`config.mk`:
```
export PLATFORM = sky130hd
export DESIGN_NAME = mesi_stim_sequencer
export DESIGN_NICKNAME = d
export VERILOG_FILES = /design/src/rtl/mesi_pkg.sv /design/src/rtl/mesi_stim_table.sv /design/src/rtl/mesi_stim_sequencer.sv
export SDC_FILE = /design/constraint.sdc
export NUM_CORES = 1
export LEC_CHECK = 0
export CAP_MARGIN = 5
export CORE_UTILIZATION = 60
export CTS_CLUSTER_DIAMETER = 200
export DETAILED_ROUTE_END_ITERATION = 8
export PLACE_DENSITY_LB_ADDON = 0.25
export SLEW_MARGIN = 40
export SYNTH_ARGS = -nofsm -noshare
export SYNTH_HDL_FRONTEND = slang
export SYNTH_HIERARCHICAL = 1
export SYNTH_SLANG_ARGS = --single-unit
```
`constraint.sdc`:
```
create_clock -name i_clk -period 6.2 [get_ports i_clk]
set_clock_uncertainty 0.2 [all_clocks]
set_input_delay 1.24 -clock i_clk [delete_from_list [all_inputs] [get_ports i_clk]]
set_output_delay 1.24 -clock i_clk [all_outputs]
set_load 0.05 [all_outputs]
```
`src/rtl/mesi_pkg.sv`:
```
// Shared MESI encodings and stimulus-entry layout helpers.
// Entry layout, MSB to LSB: {req_id, op, states, exp_bus}.
package mesi_pkg;

  typedef enum logic [2:0] {
    ST_I = 3'b001,
    ST_S = 3'b010,
    ST_M = 3'b011,
    ST_E = 3'b100
  } mesi_state_e;

  typedef enum logic [1:0] {
    OP_RD = 2'b00,
    OP_WR = 2'b01
  } mesi_op_e;

  typedef enum logic [2:0] {
    BUS_NONE = 3'b000,
    BUS_RD   = 3'b001,
    BUS_RDX  = 3'b010,
    BUS_UPGR = 3'b011
  } mesi_bus_e;

  typedef enum logic {
    SEQ_IDLE = 1'b0,
    SEQ_RUN  = 1'b1
  } seq_state_e;

  localparam int ST_W   = 3;
  localparam int OP_W   = 2;
  localparam int BUS_W  = 3;
  localparam int BUS_OFF = 0;
  localparam int ST_OFF  = BUS_W;

  function automatic int rid_w(input int nc);
    return (nc > 1) ? $clog2(nc) : 1;
  endfunction

  function automatic int states_w(input int nc);
    return nc * ST_W;
  endfunction

  function automatic int op_off(input int nc);
    return ST_OFF + states_w(nc);
  endfunction

  function automatic int rid_off(input int nc);
    return op_off(nc) + OP_W;
  endfunction

  function automatic int entry_w(input int nc);
    return rid_off(nc) + rid_w(nc);
  endfunction

endpackage

```
`src/rtl/mesi_stim_table.sv`:
```
// Stimulus table: DEPTH x ENTRY_W register file, one write port, combinational read.
// Contents are deliberately not reset; entries are undefined until written.
module mesi_stim_table
  import mesi_pkg::*;
#(
  parameter int DEPTH   = 16,
  parameter int AW      = 4,
  parameter int ENTRY_W = 12
) (
  input  logic               i_clk,
  input  logic               i_we,
  input  logic [AW-1:0]      i_waddr,
  input  logic [ENTRY_W-1:0] i_wdata,
  input  logic [AW-1:0]      i_raddr,
  output logic [ENTRY_W-1:0] o_rdata
);

  logic [ENTRY_W-1:0] r_mem [DEPTH];

  always_ff @(posedge i_clk) begin
    if (i_we) begin
      r_mem[i_waddr] <= i_wdata;
    end
  end

  assign o_rdata = r_mem[i_raddr];

endmodule

```
`src/rtl/mesi_stim_sequencer.sv`:
```
// Replays a runtime-loaded table of MESI stimulus entries with valid/ready pacing,
// one-shot or looping playback, and abort.
module mesi_stim_sequencer
  import mesi_pkg::*;
#(
  parameter int NUM_CACHES = 2,
  parameter int DEPTH      = 16,
  parameter int AW         = 4,
  localparam int RID_W     = rid_w(NUM_CACHES),
  localparam int STV_W     = states_w(NUM_CACHES),
  localparam int ENTRY_W   = entry_w(NUM_CACHES)
) (
  input  logic               i_clk,
  input  logic               i_rst,
  input  logic               i_wr_en,
  input  logic [AW-1:0]      i_wr_addr,
  input  logic [ENTRY_W-1:0] i_wr_data,
  output logic               o_wr_err,
  input  logic               i_start,
  input  logic               i_loop_mode,
  input  logic [AW:0]        i_length,
  input  logic               i_abort,
  input  logic               i_out_ready,
  output logic               o_out_valid,
  output logic [RID_W-1:0]   o_out_req_id,
  output logic [1:0]         o_out_op,
  output logic [STV_W-1:0]   o_out_states,
  output logic [2:0]         o_out_exp_bus,
  output logic               o_busy,
  output logic               o_done
);

  localparam int OP_OFF  = op_off(NUM_CACHES);
  localparam int RID_OFF = rid_off(NUM_CACHES);
  localparam logic [AW:0]   DEPTH_L = (AW+1)'(DEPTH);
  localparam logic [AW:0]   LEN_ONE = (AW+1)'(1);
  localparam logic [AW-1:0] IDX_ONE = AW'(1);

  seq_state_e         r_state;
  logic [AW-1:0]      r_idx;
  logic [AW:0]        r_len;
  logic               r_loop;
  logic               r_out_valid;
  logic [ENTRY_W-1:0] r_entry;
  logic               r_done;
  logic               r_wr_err;

  logic               w_busy;
  logic [AW:0]        w_eff_len;
  logic               w_wr_ok;
  logic               w_xfer;
  logic               w_last;
  logic [AW-1:0]      w_rd_addr;
  logic [ENTRY_W-1:0] w_tbl_data;
  logic [ENTRY_W-1:0] w_entry;

  assign w_busy    = (r_state == SEQ_RUN);
  assign w_eff_len = (i_length > DEPTH_L) ? DEPTH_L : i_length;
  assign w_wr_ok   = i_wr_en && !w_busy && ({1'b0, i_wr_addr} < DEPTH_L);
  assign w_xfer    = r_out_valid && i_out_ready;
  assign w_last    = ({1'b0, r_idx} == (r_len - LEN_ONE));
  // Next entry to present: entry 0 when starting or wrapping, otherwise index+1.
  assign w_rd_addr = (w_busy && !w_last) ? (r_idx + IDX_ONE) : '0;

  mesi_stim_table #(
    .DEPTH  (DEPTH),
    .AW     (AW),
    .ENTRY_W(ENTRY_W)
  ) u_table (
    .i_clk  (i_clk),
    .i_we   (w_wr_ok),
    .i_waddr(i_wr_addr),
    .i_wdata(i_wr_data),
    .i_raddr(w_rd_addr),
    .o_rdata(w_tbl_data)
  );

  // A write landing in the same cycle as start must be visible to the first entry.
  assign w_entry = (w_wr_ok && (i_wr_addr == w_rd_addr)) ? i_wr_data : w_tbl_data;

  always_ff @(posedge i_clk or posedge i_rst) begin
    if (i_rst) begin
      r_state     <= SEQ_IDLE;
      r_idx       <= '0;
      r_len       <= '0;
      r_loop      <= 1'b0;
      r_out_valid <= 1'b0;
      r_entry     <= '0;
      r_done      <= 1'b0;
      r_wr_err    <= 1'b0;
    end else begin
      r_done   <= 1'b0;
      r_wr_err <= i_wr_en && !w_wr_ok;
      case (r_state)
        SEQ_IDLE: begin
          if (i_start) begin
            if (w_eff_len == '0) begin
              r_done <= 1'b1;
            end else begin
              r_state     <= SEQ_RUN;
              r_len       <= w_eff_len;
              r_loop      <= i_loop_mode;
              r_idx       <= '0;
              r_out_valid <= 1'b1;
              r_entry     <= w_entry;
            end
          end
        end
        SEQ_RUN: begin
          // Abort takes priority; a coincident transfer still happened on the wire.
          if (i_abort) begin
            r_state     <= SEQ_IDLE;
            r_idx       <= '0;
            r_out_valid <= 1'b0;
            r_entry     <= '0;
            r_done      <= 1'b1;
          end else if (w_xfer) begin
            if (w_last && !r_loop) begin
              r_state     <= SEQ_IDLE;
              r_idx       <= '0;
              r_out_valid <= 1'b0;
              r_entry     <= '0;
              r_done      <= 1'b1;
            end else begin
              r_idx   <= w_rd_addr;
              r_entry <= w_entry;
            end
          end
        end
        default: r_state <= SEQ_IDLE;
      endcase
    end
  end

  assign o_busy        = w_busy;
  assign o_done        = r_done;
  assign o_wr_err      = r_wr_err;
  assign o_out_valid   = r_out_valid;
  assign o_out_exp_bus = r_entry[BUS_OFF +: BUS_W];
  assign o_out_states  = r_entry[ST_OFF +: STV_W];
  assign o_out_op      = r_entry[OP_OFF +: OP_W];
  assign o_out_req_id  = r_entry[RID_OFF +: RID_W];

endmodule

```
==> results of run 1 <==
-- how the worst max path moves through the flow --
stage,to,cells past startpoint
floorplan,u_table/r_mem[0][0]$_DFFE_PP_,3
global placement,r_entry[9]$_DFFE_PP0P_,13
detailed placement,r_entry[9]$_DFFE_PP0P_,13
CTS,r_entry[9]$_DFFE_PP0P_,13
global route,r_entry[9]$_DFFE_PP0P_,13
finish,r_entry[9]$_DFFE_PP0P_,13
-- layer usage --
metal,vias to the layer above,wire (µm)
met5,-,0
met2,229,8770
met1,2383,7190
li1,2024,-
met4,0,363
met3,30,1510
-- worst max-delay path: stages (launching register included) --
cell	delay [ns]
dfrtp_1	0.41
inv_1	0.07
ha_1	0.22
xor2_1	0.19
o32ai_2	0.12
o211ai_2	0.31
nand2_1	0.14
nor2_4	0.62
buf_12	0.33
mux4_1	0.61
a22oi_1	0.23
nand2_1	0.08
mux2i_1	0.27
o21ai_0	0.12
-- state kept, by name, indices dropped and copies added (netlist names) --
name,cells
o_done,1
r_loop,1
o_out_valid,1
o_wr_err,1
r_entry,12
u_table/r_mem,192
r_idx,4
o_busy,1
r_len,5
-- final cells by class --
type / instances / area, µm² / share of cell area [%]
multi-input combinational: 219 / 2240 / 21.9
clock inverter: 12 / 149 / 1.45
sequential: 218 / 6420 / 62.6
tap: 180 / 225 / 2.20
inverter: 6 / 22.5 / 0.220
clock buffer: 30 / 612 / 5.97
timing repair buffer: 61 / 578 / 5.64
-- through the flow --
stage          hold WS (ns)  std cells
3_5_place_dp          0.278        684
5_1_grt               0.323        726
2_1_floorplan         0.273        461
3_3_place_gp          0.260        682
4_1_cts               0.291        726
6_report              0.285        726
-- power by group through the flow --
| stage | registers, µW | clock network [µW] | logic, µW |
|---|---|---|---|
| floorplan | 1770 | 0 | 250 |
| global placement | 1700 | 0 | 450 |
| detailed placement | 1700 | 0 | 461 |
| CTS | 1670 | 1390 | 463 |
| global route | 1680 | 1460 | 491 |
| finish | 1670 | 1370 | 459 |
-- cells in the final DEF, fill, tap and decap left out, types with 2 or more instances in the layout --
cell type / n
clkdlybuf4s50_1: 43
nor2b_2: 2
ha_1: 2
mux4_2: 33
nand2_1: 39
bufinv_16: 3
a21oi_1: 2
nand4b_1: 2
edfxtp_1: 192
nor2_1: 16
mux4_1: 15
nand3_1: 3
dfrtp_1: 26
nor3_1: 3
clkinv_1: 7
and2_1: 3
buf_4: 17
mux2i_1: 12
a22oi_1: 24
clkbuf_16: 23
nand2b_1: 6
nor2_2: 2
inv_1: 4
xor2_1: 2
clkbuf_1: 6
nor3_2: 3
o211a_1: 2
nor2b_1: 3
o211ai_1: 3
nand3b_1: 3
o21ai_0: 19
xnor2_1: 3
-- cell families (layout without fill, tap and decap cells) --
family | after synthesis | in the layout
buffers and inverters | 24 | 109
muxes | 61 | 61
and+or+nand+nor | 92 | 92
AOI/OAI and AO/OA | 59 | 59
adders and majority gates | 2 | 2
DFF | 218 | 218
xor gates and xnor gates | 5 | 5
==> run metrics, run 1 <==
fin area just over 10000 µm²; Synth Area in Adders less than 1%; status complete, no violations; Power Total between 3000 and 4000 µW; TNS Setup 0 ns; Power Density 342 nW/µm²; met2 Track Usage GR around two fifths; initial core utilization 62.5%; total gr overflow 0; latest clock arrival within the worst-skew pair ~0.5 ns; FF-to-FF Start r_len[0]$_DFFE_PP0P_; syn avg cell area ~19 µm²; post-DP HPWL approximately 11 mm; first-pass GRT wire length ~27 mm; total CTS buffers 23; Synth Register Bits around 220; CTS tree built; top cell type's share of synthesized area between 60% and 70%; worst setup path startpoint r_len[0]$_DFFE_PP0P_; antenna violations before repair 0; wire per inst 24.6 µm; mux contribution to synthesized area between 10 and 15%; Post-Synthesis Cell Area about 9000 µm²; Critical R2R Capture r_entry[9]$_DFFE_PP0P_; GRT Total Usage 25.1%; Worst setup SP type flip-flop; Syn Inst Count 461; GR Layer Usage met3 5.35%; top-count cell post-synth edfxtp_1; clock slew seen by the registers of the worst setup and hold paths approximately 0.060 ns; Final ANT Viol Nets 0; Setup WS pre-CTS ~2.1 ns; antenna fix cells 0; Hold Path End r_entry[1]$_DFFE_PP0P_; Comb power frac 13.1%; Post-Synth Simple-Gate Area under 10%; number of synthesized flops with an enable pin about 190; Area after DPL between 9000 and 10000 µm²; most common library cells after synthesis edfxtp_1, nand2_1, mux4_2; post-cts sizing count 0; minimum clock period ~4.1 ns; Slew Viols, Final 0; Max Cap Violations 0; number of synthesis warnings 6; fill count just over 800; Reg2Reg Setup Slack approximately 2.1 ns; ys async rst share around an eighth; final core utilization 72.9%; R2R depth 13; die area approximately 15000 µm²; hold path cells 2; Worst Hold Class flip-flop to flip-flop; site row count 43; CP Capture Type flip-flop; # clock sinks 218; largest net degree at the start of global routing 31; Die Width around 120 µm; Crit path required time about 6.4 ns; Worst Path Class, Setup flip-flop to flip-flop; DR iter-0 viols 415; final hold violations 0; vias in the first global route around 4.7k; Switch Pwr between 800 and 900 µW; Port Buf Inserts 43; Yosys top cell by area edfxtp_1; Die Y roughly 120 µm; top_reg_cell synth edfxtp_1; cts hold-fix bufs 0; Max VDD drop about 0.27 mV; WP data arrival about 4.3 ns; final setup fails 0; # DRC 0; DR vias/cell approximately 6.4; Static Leak approximately 0.0035 µW; root buffer cell clkbuf_16; Setup Fix Bufs, Post-CTS 0; Distinct cells, synth 45; crit-path max FO 30; CTS max path bufs 3; met1 Resource Use GR about a third; power share of the sequential group around 48%; share of cells above drive strength 1 between 10% and 20%; Worst Tran Pin Value between 0.7 and 0.8 ns; setup slack after layout approximately 2.1 ns; vias about 4.7k; Int Pwr around 2700 µW; largest cells by area after synthesis edfxtp_1, mux4_2, dfrtp_1; Top Usage Layer GRT met2; min-delay src r_entry[1]$_DFFE_PP0P_; H-Tree Level Count 1; RSZ-0062 raised after global routing no; Slew headroom 48.3%; core area between 10000 and 15000 µm²; sequential fraction of the synthesis area about three quarters; largest family of logic cells by synthesized area multiplexers; clock power share between 30% and 40%; xor/xnor share of the synthesized area 0.499%; first drt pass iteration count 5; layout net count roughly 560; Post-Syn Nets about 490; Final Wtd Congestion 0.772; Fmax achieved 244 MHz; # IOs between 40 and 50; switching part of the total approximately a quarter; crit share post-route 66.1%; total wire length 17.8 mm; Area Growth Syn to Fin 16.8%; Compound-Gate Fraction of Synth Area between 4 and 5%
(Power assumes the default switching activity.)
==> run 2: changes to the inputs <==
- clock period: 6.2 -> 4.05 ns (I/O delays scaled with it)
==> run metrics, run 2 (synthesized netlist as in run 1, its figures left out) <==
status complete, no violations; Max VDD drop between 0.3 and 0.4 mV; worst setup path startpoint r_len[0]$_DFFE_PP0P_; # IOs between 40 and 50; FF-to-FF Start r_len[0]$_DFFE_PP0P_; setup slack after layout 0.447 ns; Die Width 123 µm; CTS max path bufs 3; min-delay src r_entry[10]$_DFFE_PP0P_; layout net count approximately 570; Fmax achieved ~280 MHz; Worst Path Class, Setup flip-flop to flip-flop; largest registers u_table/r_mem (192), r_entry (12), r_len (5); root buffer cell clkbuf_16; first drt pass iteration count 5; crit-path max FO 38; Slew headroom 55.4%; total CTS buffers 22; vias in the first global route around 4.7k; vias ~4.7k; CP Capture Type flip-flop; share of cells above drive strength 1 between 10% and 20%; crit share post-route between 80% and 90%; Slew Viols, Final 0; # clock sinks around 220; Port Buf Inserts between 40 and 50; Crit path required time approximately 4.2 ns; largest net degree at the start of global routing 39; CTS tree built; total wire length 18.0 mm; Final Wtd Congestion between 0.8 and 0.9; minimum clock period between 3 and 4 ns; most common cell after layout, fill and taps aside edfxtp_1; # DRC 0; TNS Setup 0 ns; final hold violations 0; final core utilization between 70% and 80%; RSZ-0062 raised after global routing no; antenna violations before repair 0; Power Density ~530 nW/µm²; Final ANT Viol Nets 0; worst hold margin approximately 0.28 ns; final setup fails 0; Worst setup SP type flip-flop; fill count 775; core area about 14000 µm²; post-DP HPWL between 10 and 15 mm; die area between 15000 and 20000 µm²; Area Growth Syn to Fin 17.9%; most frequent cells in the layout edfxtp_1, clkdlybuf4s50_1, nand2_1; Setup WS pre-CTS between 0.4 and 0.5 ns; Biggest register u_table/r_mem; antenna fix cells 0; max reg flops 192; first-pass GRT wire length approximately 27 mm; wire per inst ~25 µm; GRT Total Usage 25.2%; WP data arrival about 3.8 ns; Worst Tran Pin Value ~0.67 ns; Worst Hold Class flip-flop to flip-flop; cts hold-fix bufs 0; site row count 43; post-cts sizing count 0; DR vias/cell approximately 6.4; Max Cap Violations 0; total gr overflow 0; initial core utilization between 60 and 70%; Die Y between 100 and 150 µm; H-Tree Level Count 1; DR iter-0 viols ~480; Setup Fix Bufs, Post-CTS 0; clock slew seen by the registers of the worst setup and hold paths 0.06 ns; latest clock arrival within the worst-skew pair a little under 0.5 ns; Static Leak about 0.0036 µW
[run 2: cell types whose count changed in the layout (fill, tap and decap cells not counted), moves of 2 or more]
cell       before  now
nor2_1         16   18
clkbuf_1        6    3
bufinv_16       3    6
nor2_2          2    0
nor2b_1         3    5
buf_4          17   24
nor2b_2         2    0
[run 2: per-layer routing]
metal	wire length, µm	GRT usage [%]
met4	383	7.55
met2	8860	40.6
met5	0	0
met3	1100	3.23
met1	7620	36.7
[run 2: through the flow]
step / total power [µW] / instance area (µm²) / instances
after global routing: 5650 / 10300 / 732
after detailed placement: 3320 / 9540 / 692
final: 5500 / 10300 / 732
after floorplan: 3090 / 8770 / 461
after CTS: 5520 / 10300 / 732
after global placement: 3300 / 9540 / 692
[run 2: path summary, 6_finish.rpt]
path | end | slack [ns] | cells after the start
max | r_entry[0]$_DFFE_PP0P_ | 0.45 | 13
min | r_entry[10]$_DFFE_PP0P_ | 0.28 | 2
min in group asynchronous | r_entry[1]$_DFFE_PP0P_ | 0.51 | 2
max in group asynchronous | r_idx[0]$_DFFE_PP0P_ | 2.72 | 2
min reg2reg | r_entry[10]$_DFFE_PP0P_ | 0.28 | 2
max reg2reg | r_entry[0]$_DFFE_PP0P_ | 0.45 | 13
[run 2: final cells by class]
type | instances | area [µm²] | area share, %
timing repair buffer | 69 | 651 | 6.29
multi-input combinational | 219 | 2220 | 21.5
clock inverter | 14 | 216 | 2.09
sequential | 218 | 6420 | 62.0
tap | 180 | 225 | 2.18
inverter | 6 | 22.5 | 0.218
clock buffer | 26 | 587 | 5.67
[run 2: critical path, cell delays in order, from the launching register on]
cell      delay [ns]
dfrtp_1         0.42
inv_1           0.08
ha_1            0.22
xor2_1          0.19
o32ai_2         0.13
o211ai_2        0.31
nand2_1         0.14
nor2_4          0.14
buf_12          0.29
mux4_1          0.60
a22oi_1         0.26
nand2_1         0.09
mux2i_1         0.26
o21ai_0         0.12
[run 2: power breakdown]
group | internal [µW] | total [µW] | switching (µW) | leakage, µW
logic | 303 | 709 | 406 | 0.00113
clock network | 1410 | 2220 | 805 | 0.000388
registers | 2510 | 2570 | 53.6 | 0.00206
total | 4230 | 5500 | 1260 | 0.00358
==> run 3: changes to the inputs <==
- CORE_ASPECT_RATIO: not set -> 0.8
- GPL_ROUTABILITY_DRIVEN: not set -> 1
- SETUP_SLACK_MARGIN: not set -> 0.2
==> run metrics, run 3 (synthesized netlist as in run 1, its figures left out) <==
Slew headroom a little over half; Reg2Reg Setup Slack 0.47 ns; total CTS buffers 21; Die Width ~140 µm; Hold Path End r_entry[11]$_DFFE_PP0P_; # clock sinks 218; Worst Path Class, Setup flip-flop to flip-flop; # IOs 44; clock slew seen by the registers of the worst setup and hold paths ~0.060 ns; latest clock arrival within the worst-skew pair ~0.5 ns; DR iter-0 viols 464; post-DP HPWL roughly 12 mm; GRT Total Usage about a quarter; CTS tree built; H-Tree Level Count 1; Power Density 512 nW/µm²; RSZ-0062 raised after global routing no; WP data arrival 3.72 ns; max incr delay on CP about 0.6 ns; CP max-delay cell mux4_2; initial core utilization ~60%; vias between 4k and 5k; CTS max path bufs 3; antenna violations before repair 0; DR vias/cell approximately 6.4; Worst setup SP type flip-flop; R2R depth 13; Fmax achieved around 280 MHz; die area 15100 µm²; Critical R2R Capture r_entry[1]$_DFFE_PP0P_; crit-path max FO 24; Setup Fix Bufs, Post-CTS 0; total gr overflow 0; min-delay src r_entry[11]$_DFFE_PP0P_; Setup WS pre-CTS 0.478 ns; final hold violations 0; largest registers u_table/r_mem (192), r_entry (12), r_len (5); CP Capture Type flip-flop; most frequent cells in the layout edfxtp_1, clkdlybuf4s50_1, nand2_1; Static Leak roughly 0.0035 µW; layout net count between 500 and 600; setup slack after layout roughly 0.47 ns; vias in the first global route 4623; first drt pass iteration count 5; final setup fails 0; Max VDD drop around 0.42 mV; antenna fix cells 0; Final Wtd Congestion around 0.83; cts hold-fix bufs 0; site row count 39; critical path's top delay family multiplexers; largest net degree at the start of global routing between 40 and 50; share of cells above drive strength 1 19.1%; FF-to-FF Start r_len[0]$_DFFE_PP0P_; root buffer cell clkbuf_16; total wire length 19.1 mm; Worst Tran Pin Value approximately 0.70 ns; core area around 14000 µm²; Worst Hold Class flip-flop to flip-flop; first-pass GRT wire length between 20 and 30 mm; # DRC 0; Final ANT Viol Nets 0; Crit path required time approximately 4.2 ns; WP buf/inv 2; Max Cap Violations 0; status complete, no violations; cell mode on critical path nand2_1; Area Growth Syn to Fin 16.9%; crit share post-route between 80 and 90%; Port Buf Inserts 43; Die Y around 110 µm; post-cts sizing count 0; wire per inst around 26 µm; hold path cells 2; most common cell after layout, fill and taps aside edfxtp_1; max reg flops ~190; crit path cell chain inv_1 > ha_1 > xor2_1 > o32ai_2 > o211ai_2 > nand2_1 > nor2_4 > buf_6 > mux4_2 > a22oi_1 > nand2_1 > mux2i_1 > o21ai_0; Biggest register u_table/r_mem; minimum clock period ~3.6 ns; TNS Setup 0 ns; Slew Viols, Final 0; worst hold margin around 0.28 ns; fill count approximately 880
[run 3: per-stage QoR]
stage | total power (µW) | std cells | util, % | instance area, µm²
detailed placement | 3330 | 696 | 66.8 | 9550
finish | 5240 | 734 | 71.7 | 10200
global route | 5420 | 734 | 71.7 | 10200
global placement | 3310 | 696 | 66.8 | 9550
CTS | 5260 | 733 | 71.6 | 10200
floorplan | 3090 | 461 | - | 8770
[run 3: layer usage]
metal	part of all wire [%]	vias to the layer above	global-route usage, %
met5	0	-	0
met4	2.2	0	7.22
met3	9.2	39	5.99
met2	45	234	39.1
met1	43	2410	40.8
li1	-	2023	-
[run 3: layout make-up]
| class | instances | area [µm²] | area share [%] |
|---|---|---|---|
| multi-input cells | 219 | 2230 | 21.8 |
| clock buffers | 27 | 558 | 5.44 |
| repair buffers | 70 | 667 | 6.51 |
| clock inverters | 10 | 125 | 1.22 |
| well taps | 184 | 230 | 2.25 |
| flip-flops and latches | 218 | 6420 | 62.6 |
| inverters | 6 | 22.5 | 0.220 |
[run 3: worst max path at each step]
stage	slack (ns)	cells past startpoint	to	from
after floorplan	1.03	13	r_entry[2]$_DFFE_PP0P_	r_len[0]$_DFFE_PP0P_
after global placement	0.55	13	r_entry[11]$_DFFE_PP0P_	r_len[0]$_DFFE_PP0P_
after detailed placement	0.48	13	r_entry[8]$_DFFE_PP0P_	r_len[0]$_DFFE_PP0P_
after CTS	0.44	13	r_entry[6]$_DFFE_PP0P_	r_len[0]$_DFFE_PP0P_
after global routing	0.27	12	r_entry[8]$_DFFE_PP0P_	r_len[0]$_DFFE_PP0P_
final	0.47	13	r_entry[1]$_DFFE_PP0P_	r_len[0]$_DFFE_PP0P_
[run 3: worst register-to-register path: stages, from the launching register on]
cell and delay (ns):
dfrtp_1 0.41, inv_1 0.07, ha_1 0.21, xor2_1 0.19, o32ai_2 0.13, o211ai_2 0.30
nand2_1 0.14, nor2_4 0.17, buf_6 0.37, mux4_2 0.61, a22oi_1 0.21, nand2_1 0.09
mux2i_1 0.21, o21ai_0 0.12
[run 3: report_power, final]
part	switching, µW	total, µW	internal [µW]	leakage (µW)
sequential	50.1	2560	2510	0.00206
combinational	425	733	308	0.00114
clock	783	1950	1160	0.000335
total	1260	5240	3990	0.00354
